`config.mk`:
```
export PLATFORM = sky130hd
export DESIGN_NAME = key_load_ctrl
export DESIGN_NICKNAME = d
export VERILOG_FILES = /design/src/rtl/key_load_pkg.sv /design/src/rtl/kl_timeout_cnt.sv /design/src/rtl/key_load_ctrl.sv
export SDC_FILE = /design/constraint.sdc
export NUM_CORES = 1
export LEC_CHECK = 0
export ABC_CLOCK_PERIOD_IN_PS = 16200
export BUFFER_PORTS_ARGS = -buffer_cell sky130_fd_sc_hd__buf_2
export CAP_MARGIN = 20
export CORE_MARGIN = 1.5
export CORE_UTILIZATION = 60
export CTS_CLUSTER_SIZE = 16
export DETAILED_ROUTE_END_ITERATION = 16
export GPL_TIMING_DRIVEN = 0
export PLACE_DENSITY = 0.87
export REMOVE_ABC_BUFFERS = 1
export SETUP_SLACK_MARGIN = 0.3
export SLEW_MARGIN = 5
export SYNTH_ARGS = -nofsm -noshare
export SYNTH_HDL_FRONTEND = slang
export SYNTH_SLANG_ARGS = --single-unit
export TNS_END_PERCENT = 100
```
`constraint.sdc`:
```
create_clock -name clk -period 16.2 [get_ports clk]
set_input_delay 1.62 -clock clk [delete_from_list [all_inputs] [get_ports clk]]
set_output_delay 1.62 -clock clk [all_outputs]
set_load 0.1 [all_outputs]
```
`src/rtl/key_load_pkg.sv`:
```
// Shared types and sizing helpers for the logic-locking key loader.
package key_load_pkg;

  typedef enum logic [1:0] {
    IDLE = 2'd0,
    LOAD = 2'd1,
    DONE = 2'd2,
    ERR  = 2'd3
  } kl_state_t;

  function automatic int num_words(input int key_width, input int word_width);
    return key_width / word_width;
  endfunction

  // A single-word key still needs a 1-bit address port.
  function automatic int addr_width(input int words);
    return (words > 1) ? $clog2(words) : 1;
  endfunction

endpackage

```
`src/rtl/kl_timeout_cnt.sv`:
```
// Wait counter for the key loader: counts LOAD cycles without a transfer and
// flags the cycle on which the count would reach TIMEOUT.
module kl_timeout_cnt #(
  parameter int TIMEOUT = 255
) (
  input  logic clk,
  input  logic rst,
  input  logic clr,
  input  logic inc,
  output logic hit
);

  localparam int CW = (TIMEOUT > 1) ? $clog2(TIMEOUT) : 1;

  logic [CW-1:0] cnt;

  // hit fires on the increment that would make the count equal TIMEOUT,
  // so the controller leaves LOAD on exactly that edge.
  assign hit = inc && (cnt == CW'(TIMEOUT - 1));

  always_ff @(posedge clk or posedge rst) begin
    if (rst) begin
      cnt <= '0;
    end else if (clr || hit) begin
      cnt <= '0;
    end else if (inc) begin
      cnt <= cnt + CW'(1);
    end
  end

endmodule

```
`src/rtl/key_load_ctrl.sv`:
```
// Loads the logic-locking key word by word from key memory and exposes it only
// after a complete, error-free load. Define KEY_LOAD_PARITY_EN to add mem_parity checking.
module key_load_ctrl
  import key_load_pkg::*;
#(
  parameter int KEY_WIDTH  = 128,
  parameter int WORD_WIDTH = 32,
  parameter int TIMEOUT    = 255,
  localparam int NW = num_words(KEY_WIDTH, WORD_WIDTH),
  localparam int AW = addr_width(NW)
) (
  input  logic                  clk,
  input  logic                  rst,
  input  logic                  start,
  output logic                  mem_req,
  output logic [AW-1:0]         mem_addr,
  input  logic                  mem_valid,
  input  logic [WORD_WIDTH-1:0] mem_data,
`ifdef KEY_LOAD_PARITY_EN
  input  logic                  mem_parity,
`endif
  output logic [KEY_WIDTH-1:0]  key_out,
  output logic                  key_valid,
  output logic                  busy,
  output logic                  err
);

  generate
    if ((WORD_WIDTH < 1) || (KEY_WIDTH < WORD_WIDTH) || ((KEY_WIDTH % WORD_WIDTH) != 0)) begin : g_bad_width
      $error("key_load_ctrl: KEY_WIDTH must be a positive multiple of WORD_WIDTH");
    end
    if (TIMEOUT < 1) begin : g_bad_timeout
      $error("key_load_ctrl: TIMEOUT must be at least 1");
    end
  endgenerate

  kl_state_t state, next_state;

  logic [KEY_WIDTH-1:0] key_q, key_d, key_out_d;
  logic [AW-1:0]        addr_d;
  logic                 req_d, busy_d, valid_d, err_d;
  logic                 transfer, last_word, parity_ok;
  logic                 cnt_clr, cnt_inc, hit;

  assign transfer  = mem_req && mem_valid;
  assign last_word = (mem_addr == AW'(NW - 1));

`ifdef KEY_LOAD_PARITY_EN
  assign parity_ok = ((^mem_data) == mem_parity);
`else
  assign parity_ok = 1'b1;
`endif

  assign cnt_clr = (state != LOAD) || transfer;
  assign cnt_inc = (state == LOAD) && !transfer;

  kl_timeout_cnt #(
    .TIMEOUT(TIMEOUT)
  ) u_timeout (
    .clk(clk),
    .rst(rst),
    .clr(cnt_clr),
    .inc(cnt_inc),
    .hit(hit)
  );

  always_ff @(posedge clk or posedge rst) begin
    if (rst) begin
      state     <= IDLE;
      key_q     <= '0;
      key_out   <= '0;
      mem_addr  <= '0;
      mem_req   <= 1'b0;
      busy      <= 1'b0;
      key_valid <= 1'b0;
      err       <= 1'b0;
    end else begin
      state     <= next_state;
      key_q     <= key_d;
      key_out   <= key_out_d;
      mem_addr  <= addr_d;
      mem_req   <= req_d;
      busy      <= busy_d;
      key_valid <= valid_d;
      err       <= err_d;
    end
  end

  // A bad-parity word aborts even if it is the last one; the timeout only
  // matters when no transfer happens this cycle.
  always_comb begin
    next_state = state;
    case (state)
      IDLE: begin
        if (start) next_state = LOAD;
      end
      LOAD: begin
        if (transfer && !parity_ok) begin
          next_state = ERR;
        end else if (transfer && last_word) begin
          next_state = DONE;
        end else if (hit) begin
          next_state = ERR;
        end
      end
      DONE, ERR: begin
        if (start) next_state = LOAD;
      end
      default: next_state = IDLE;
    endcase
  end

  always_comb begin
    key_d   = key_q;
    addr_d  = mem_addr;
    req_d   = 1'b0;
    busy_d  = 1'b0;
    valid_d = key_valid;
    err_d   = err;
    case (state)
      LOAD: begin
        if (next_state == LOAD) begin
          req_d  = 1'b1;
          busy_d = 1'b1;
        end
        if (next_state == ERR) begin
          key_d   = '0;
          valid_d = 1'b0;
          err_d   = 1'b1;
        end else if (transfer) begin
          key_d[int'(mem_addr) * WORD_WIDTH +: WORD_WIDTH] = mem_data;
          addr_d = last_word ? '0 : mem_addr + AW'(1);
          if (next_state == DONE) valid_d = 1'b1;
        end
      end
      default: begin
        if (next_state == LOAD) begin
          key_d   = '0;
          addr_d  = '0;
          req_d   = 1'b1;
          busy_d  = 1'b1;
          valid_d = 1'b0;
          err_d   = 1'b0;
        end
      end
    endcase
    key_out_d = valid_d ? key_d : '0;
  end

endmodule

```
# == Word-level counts from Yosys, hierarchy flattened ==
# Cells that the tools add are included.
# totals
regBits,271
out_inout_bits,134
# classes
addsub,3
eq_ne,12
shift,2
muxes,26
reduce_logical,13
# op_table
operator,count
$mux W128,5
$bwmux W128,1
$shift A32 B33 Y128 const A,1
$shiftx A32 B33 Y128,1
$neg A7 Y33,1
$mux W2,8
$mux W8,2
$eq A2 B2 Y1 const B,5
$mux W1,9
$add A8 B1 Y8 const B,1
$eq A8 B8 Y1 const B,1
$eq A2 B1 Y1 const B,2
$logic_and A1 B1 Y1,4
$ne A2 B1 Y1 const B,2
$ne A2 B2 Y1 const B,2
$pmux W2 S2,1
$reduce_bool A2 Y1,2
$reduce_and A3 Y1,1
$reduce_or A3 Y1,1
$add A2 B1 Y2 const B,1
$logic_not A2 Y1,1
$logic_or A1 B1 Y1,2
$reduce_and A2 Y1,1
$logic_not A1 Y1,1

# == Longest topological paths before layout ==
# depth
word_depth,13
mapped_depth,9
depth_no_buf,6

# == Modules after synthesis ==
# A second synthesis with hierarchy kept.
# unflattened
cells_unflattened,785
area_unflattened_um2,10035.9
# by_module_without_submodules
mod,instances,cells_per_inst,area_each_um2
key_load_ctrl,1,739,9567.9
kl_timeout_cnt,1,46,467.9

# == Worst setup path after synthesis ==
# No wires, ideal clock.
# synth_timing
kind,in2reg
startpoint,in mem_valid
endpoint,reg key_out[87]
t_arrival_ns,3.001
required_ns,16.073
setup_slack_ns,13.072
path_stages,9
path_buffers,5
path_cell_list,buf_2 -> and2_1 -> buf_2 -> o311ai_4 -> o21ba_2 -> buf_2 -> buf_6 -> buf_6 -> a21oi_1
# synth_via
elab_chain_cells,13
# synth_rtl
element,line_no,text
start: declaration,key_load_ctrl.sv:17,"input logic mem_valid,"
$logic_and A1 B1 Y1 *,key_load_ctrl.sv:45,assign transfer = mem_req && mem_valid;
$logic_not A1 Y1,key_load_ctrl.sv:55,assign cnt_inc = (state == LOAD) && !transfer;
$logic_and A1 B1 Y1,key_load_ctrl.sv:55,
$logic_and A1 B1 Y1,kl_timeout_cnt.sv:19,assign hit = inc && (cnt == CW'(TIMEOUT - 1));
$mux W2,key_load_ctrl.sv:102,end else if (hit) begin
$mux W2,key_load_ctrl.sv:100,end else if (transfer && last_word) begin
$pmux W2 S2,key_load_ctrl.sv:93,case (state)
$eq A2 B2 Y1,key_load_ctrl.sv:133,if (next_state == DONE) valid_d = 1'b1;
$mux W1,key_load_ctrl.sv:133,
$mux W1,key_load_ctrl.sv:130,end else if (transfer) begin
$mux W1,key_load_ctrl.sv:126,if (next_state == ERR) begin
$mux W1,key_load_ctrl.sv:120,case (state)
$mux W128 *,key_load_ctrl.sv:147,key_out_d = valid_d ? key_d : '0;
named net key_out_d[87],key_load_ctrl.sv:39,"logic [KEY_WIDTH-1:0] key_q, key_d, key_out_d;"
end signal: assignment,key_load_ctrl.sv:80,key_out <= key_out_d;
end: declaration,key_load_ctrl.sv:22,"output logic [KEY_WIDTH-1:0] key_out,"
# The timed path passes the listed nets; every way through them passes the cells marked *.
# A chain may end at the register's enable or synchronous reset.

# == Worst setup path in the final report ==
# layout_timing
startpoint,in mem_valid
endpoint,reg key_out[76]
# The elaborated chain is that of the path after synthesis.

==> metrics.txt <==
total gr overflow=0; WHS=0.476 ns; Main synth FF type=dfrtp_1; worst path cell trace=buf_2 -> nand4b_2 -> buf_16 -> nor3_2 -> buf_4 -> a22oi_1 -> a21oi_1; die area=0.0185 mm2; DRC=0; Via Count=8526; TritonCTS clock tree=done; gate count after technology mapping=994; # hold bufs at CTS=0; antenna diode count=0; Vert. Die Dim=136 um; worst skew pair latency=0.52 ns; CP Capture Type=flop; share of cells above drive strength 1=21.3%; Setup TNS Final=0 ns; Clock transition at path regs=0.06 ns; HP Class=flop to flop; core area=0.0173 mm2; Max-slew headroom=22.1%; Net count, final=1186; net switching power=1.05 mW; Final WS setup=12.27 ns; final period utilization=24.2%; Syn. warnings=0; initial antenna violation count=0; Final Instance Area=0.0128 mm2; Setup CP Type=input pin to flop; Tot GR Track Use=29.7%; Sw Share=42.5%; Initial Util=61.3%; CP peak stage delay=0.85 ns; Commonest cells post-synth=dfrtp_1, nand2_1, a21oi_1; clk root buf=clkbuf_16; Pint=1.42 mW; skew final=0.0125 ns; Synth Cell Area=0.0106 mm2; Via density=6.16; clk sinks=271; post-DP HPWL=16800 um; Top Family by Delay on Critical Path=simple AND/OR/NAND/NOR gates; sequential share of the synthesized area=64.0%; Setup Buffers After CTS=0; Wirelength per Cell=19.8 um; power share of the clock group=26.4%; Synth cell types=40; GPL Wtd Cong=0.809; Worst path slowest cell=nor3_2; Die X=136 um; max-cap violation count=0; status=complete, no violations; top-count cell post-synth=dfrtp_1; H-tree levels=1; ranking of synthesized cells by area=dfrtp_1, nand2_1, a22oi_1; first-pass GRT wire length=43000 um; TritonRoute pass-1 iters=5; IO Port Bufs=169; floorplan row count=48; final setup fails=0; Final Hold Viols=0; #FFs+latches synth=271; RSZ-0062 raised after global routing=no; Post-synth EDFFs=0; PwrDens=193 mW/mm2; total wire length=27400 um; Area Overhead vs Synth=21.2%; Top-Level Pins=170; number of global-route vias before repair=8550; post-synth top area cell=dfrtp_1; worst-case clock buffer depth=3; WP data required=16.63 ns; area share of the largest cell type after synthesis=64.0%; largest fanout on the critical path=19; Worst Path Arrival=4.36 ns; DR iter-0 viols=644; DRT antenna net count=0; Peak VDD IR=0.338 mV; highest clock rate=255 MHz; Slew Limit Fails=0; Area after DPL=0.0119 mm2; ys async rst share=100%; crit path buf inv count=3; largest net degree at the start of global routing=125; Logic pwr share=36.9%; Leak=6.97 nW; Post-CTS Resized=0; CTS Buf Count=26; worst-margin pin slew=1.17 ns; minimum clock period=3.93 ns; Syn Area/Cell=10.7 um2; kind of start point of the critical path=input pin; Place WS=11.80 ns; Flop pwr share=36.7%
==> cell usage in the layout, fill, tap and decap left out, types with 2 or more instances in the layout <==
cell        count
dfrtp_1       271
nand2_1       195
buf_2         169
a21oi_1        99
a22oi_1        96
nor2_1         44
inv_1          37
o21ai_0        33
nor3_1         32
a211oi_1       32
a21o_1         31
clkbuf_16      27
buf_16         10
nand3_1         9
ha_1            7
bufinv_16       5
clkbuf_8        5
buf_4           4
o311a_2         3
o22ai_1         3
xnor2_1         3
xor2_1          3
clkbuf_1        3
clkinv_2        3
buf_12          3
nor2b_1         2
nor2_4          2
nand3b_1        2
nor3_2          2
clkinvlp_4      2
buf_8           2
==> metal layers <==
layer	track usage (%)	part of all wire, %	up-vias
met5	0	0	-
li1	-	-	3763
met1	39.2	41	4313
met2	50.7	50	379
met3	4.36	6.6	71
met4	10.6	2.7	0
==> state kept, by name, summed over array words and instances, names as in the netlist <==
name and flops:
err 1, busy 1, key_q 128, key_valid 1
state 2, mem_addr 2, key_out 128, u_timeout.cnt 8
==> kinds of logic after synthesis <==
family | after synthesis | share of synthesized area (%)
muxes | 1 | 0.0945
buffers and inverters | 107 | 4.29
DFF | 271 | 64.0
AOI/OAI and AO/OA | 306 | 18.8
adders and majority gates | 7 | 0.826
xor gates and xnor gates | 6 | 0.496
and+or+nand+nor | 296 | 11.5
==> per-stage QoR <==
stage	utilization, %	power (mW)	instances
3_5_place_dp	68.8	1.82	1340
3_3_place_gp	66.0	1.69	1320
6_report	74.2	2.48	1385
4_1_cts	74.2	2.48	1385
5_1_grt	74.2	2.58	1385
2_1_floorplan	-	1.49	926
==> area by class of cell <==
cell class              instances  area, um2
clock inverters                10        180
fillers                      1094       4460
multi-input cells             616       3440
repair buffers                189       1250
inverters                      39        154
well taps                     225        282
clock buffers                  35        756
flip-flops and latches        271       6780
==> path summary, 6_finish.rpt <==
kind / endpoint / depth (start not counted) / from / slack (ns)
setup / recovery: key_out[76] / 7 / mem_valid / 12.27
hold / removal: key_q[116] / 1 / key_q[116] / 0.48
setup reg to reg: key_out[93] / 6 / state[0] / 12.91
hold reg to reg: key_q[116] / 1 / key_q[116] / 0.48
max in group asynchronous: key_q[25] / 3 / rst / 14.19
min in group asynchronous: key_q[4] / 2 / rst / 1.09
==> worst reg2reg max path: cells and delay by family (launching register included) <==
| family | cells | cell delay (ns) |
|---|---|---|
| AND/OR/NAND/NOR | 1 | 0.94 |
| flip-flops | 1 | 0.43 |
| buffers and inverters | 2 | 0.60 |
| AO/OA/AOI/OAI | 3 | 1.20 |
==> power by group through the flow <==
stage	combinational (mW)	sequential (mW)	clock, mW
floorplan	0.323	1.17	0
global placement	0.790	0.904	0
detailed placement	0.902	0.914	0
global route	0.969	0.923	0.690
CTS	0.910	0.905	0.663
finish	0.914	0.908	0.654
(Power assumes the default switching activity.)
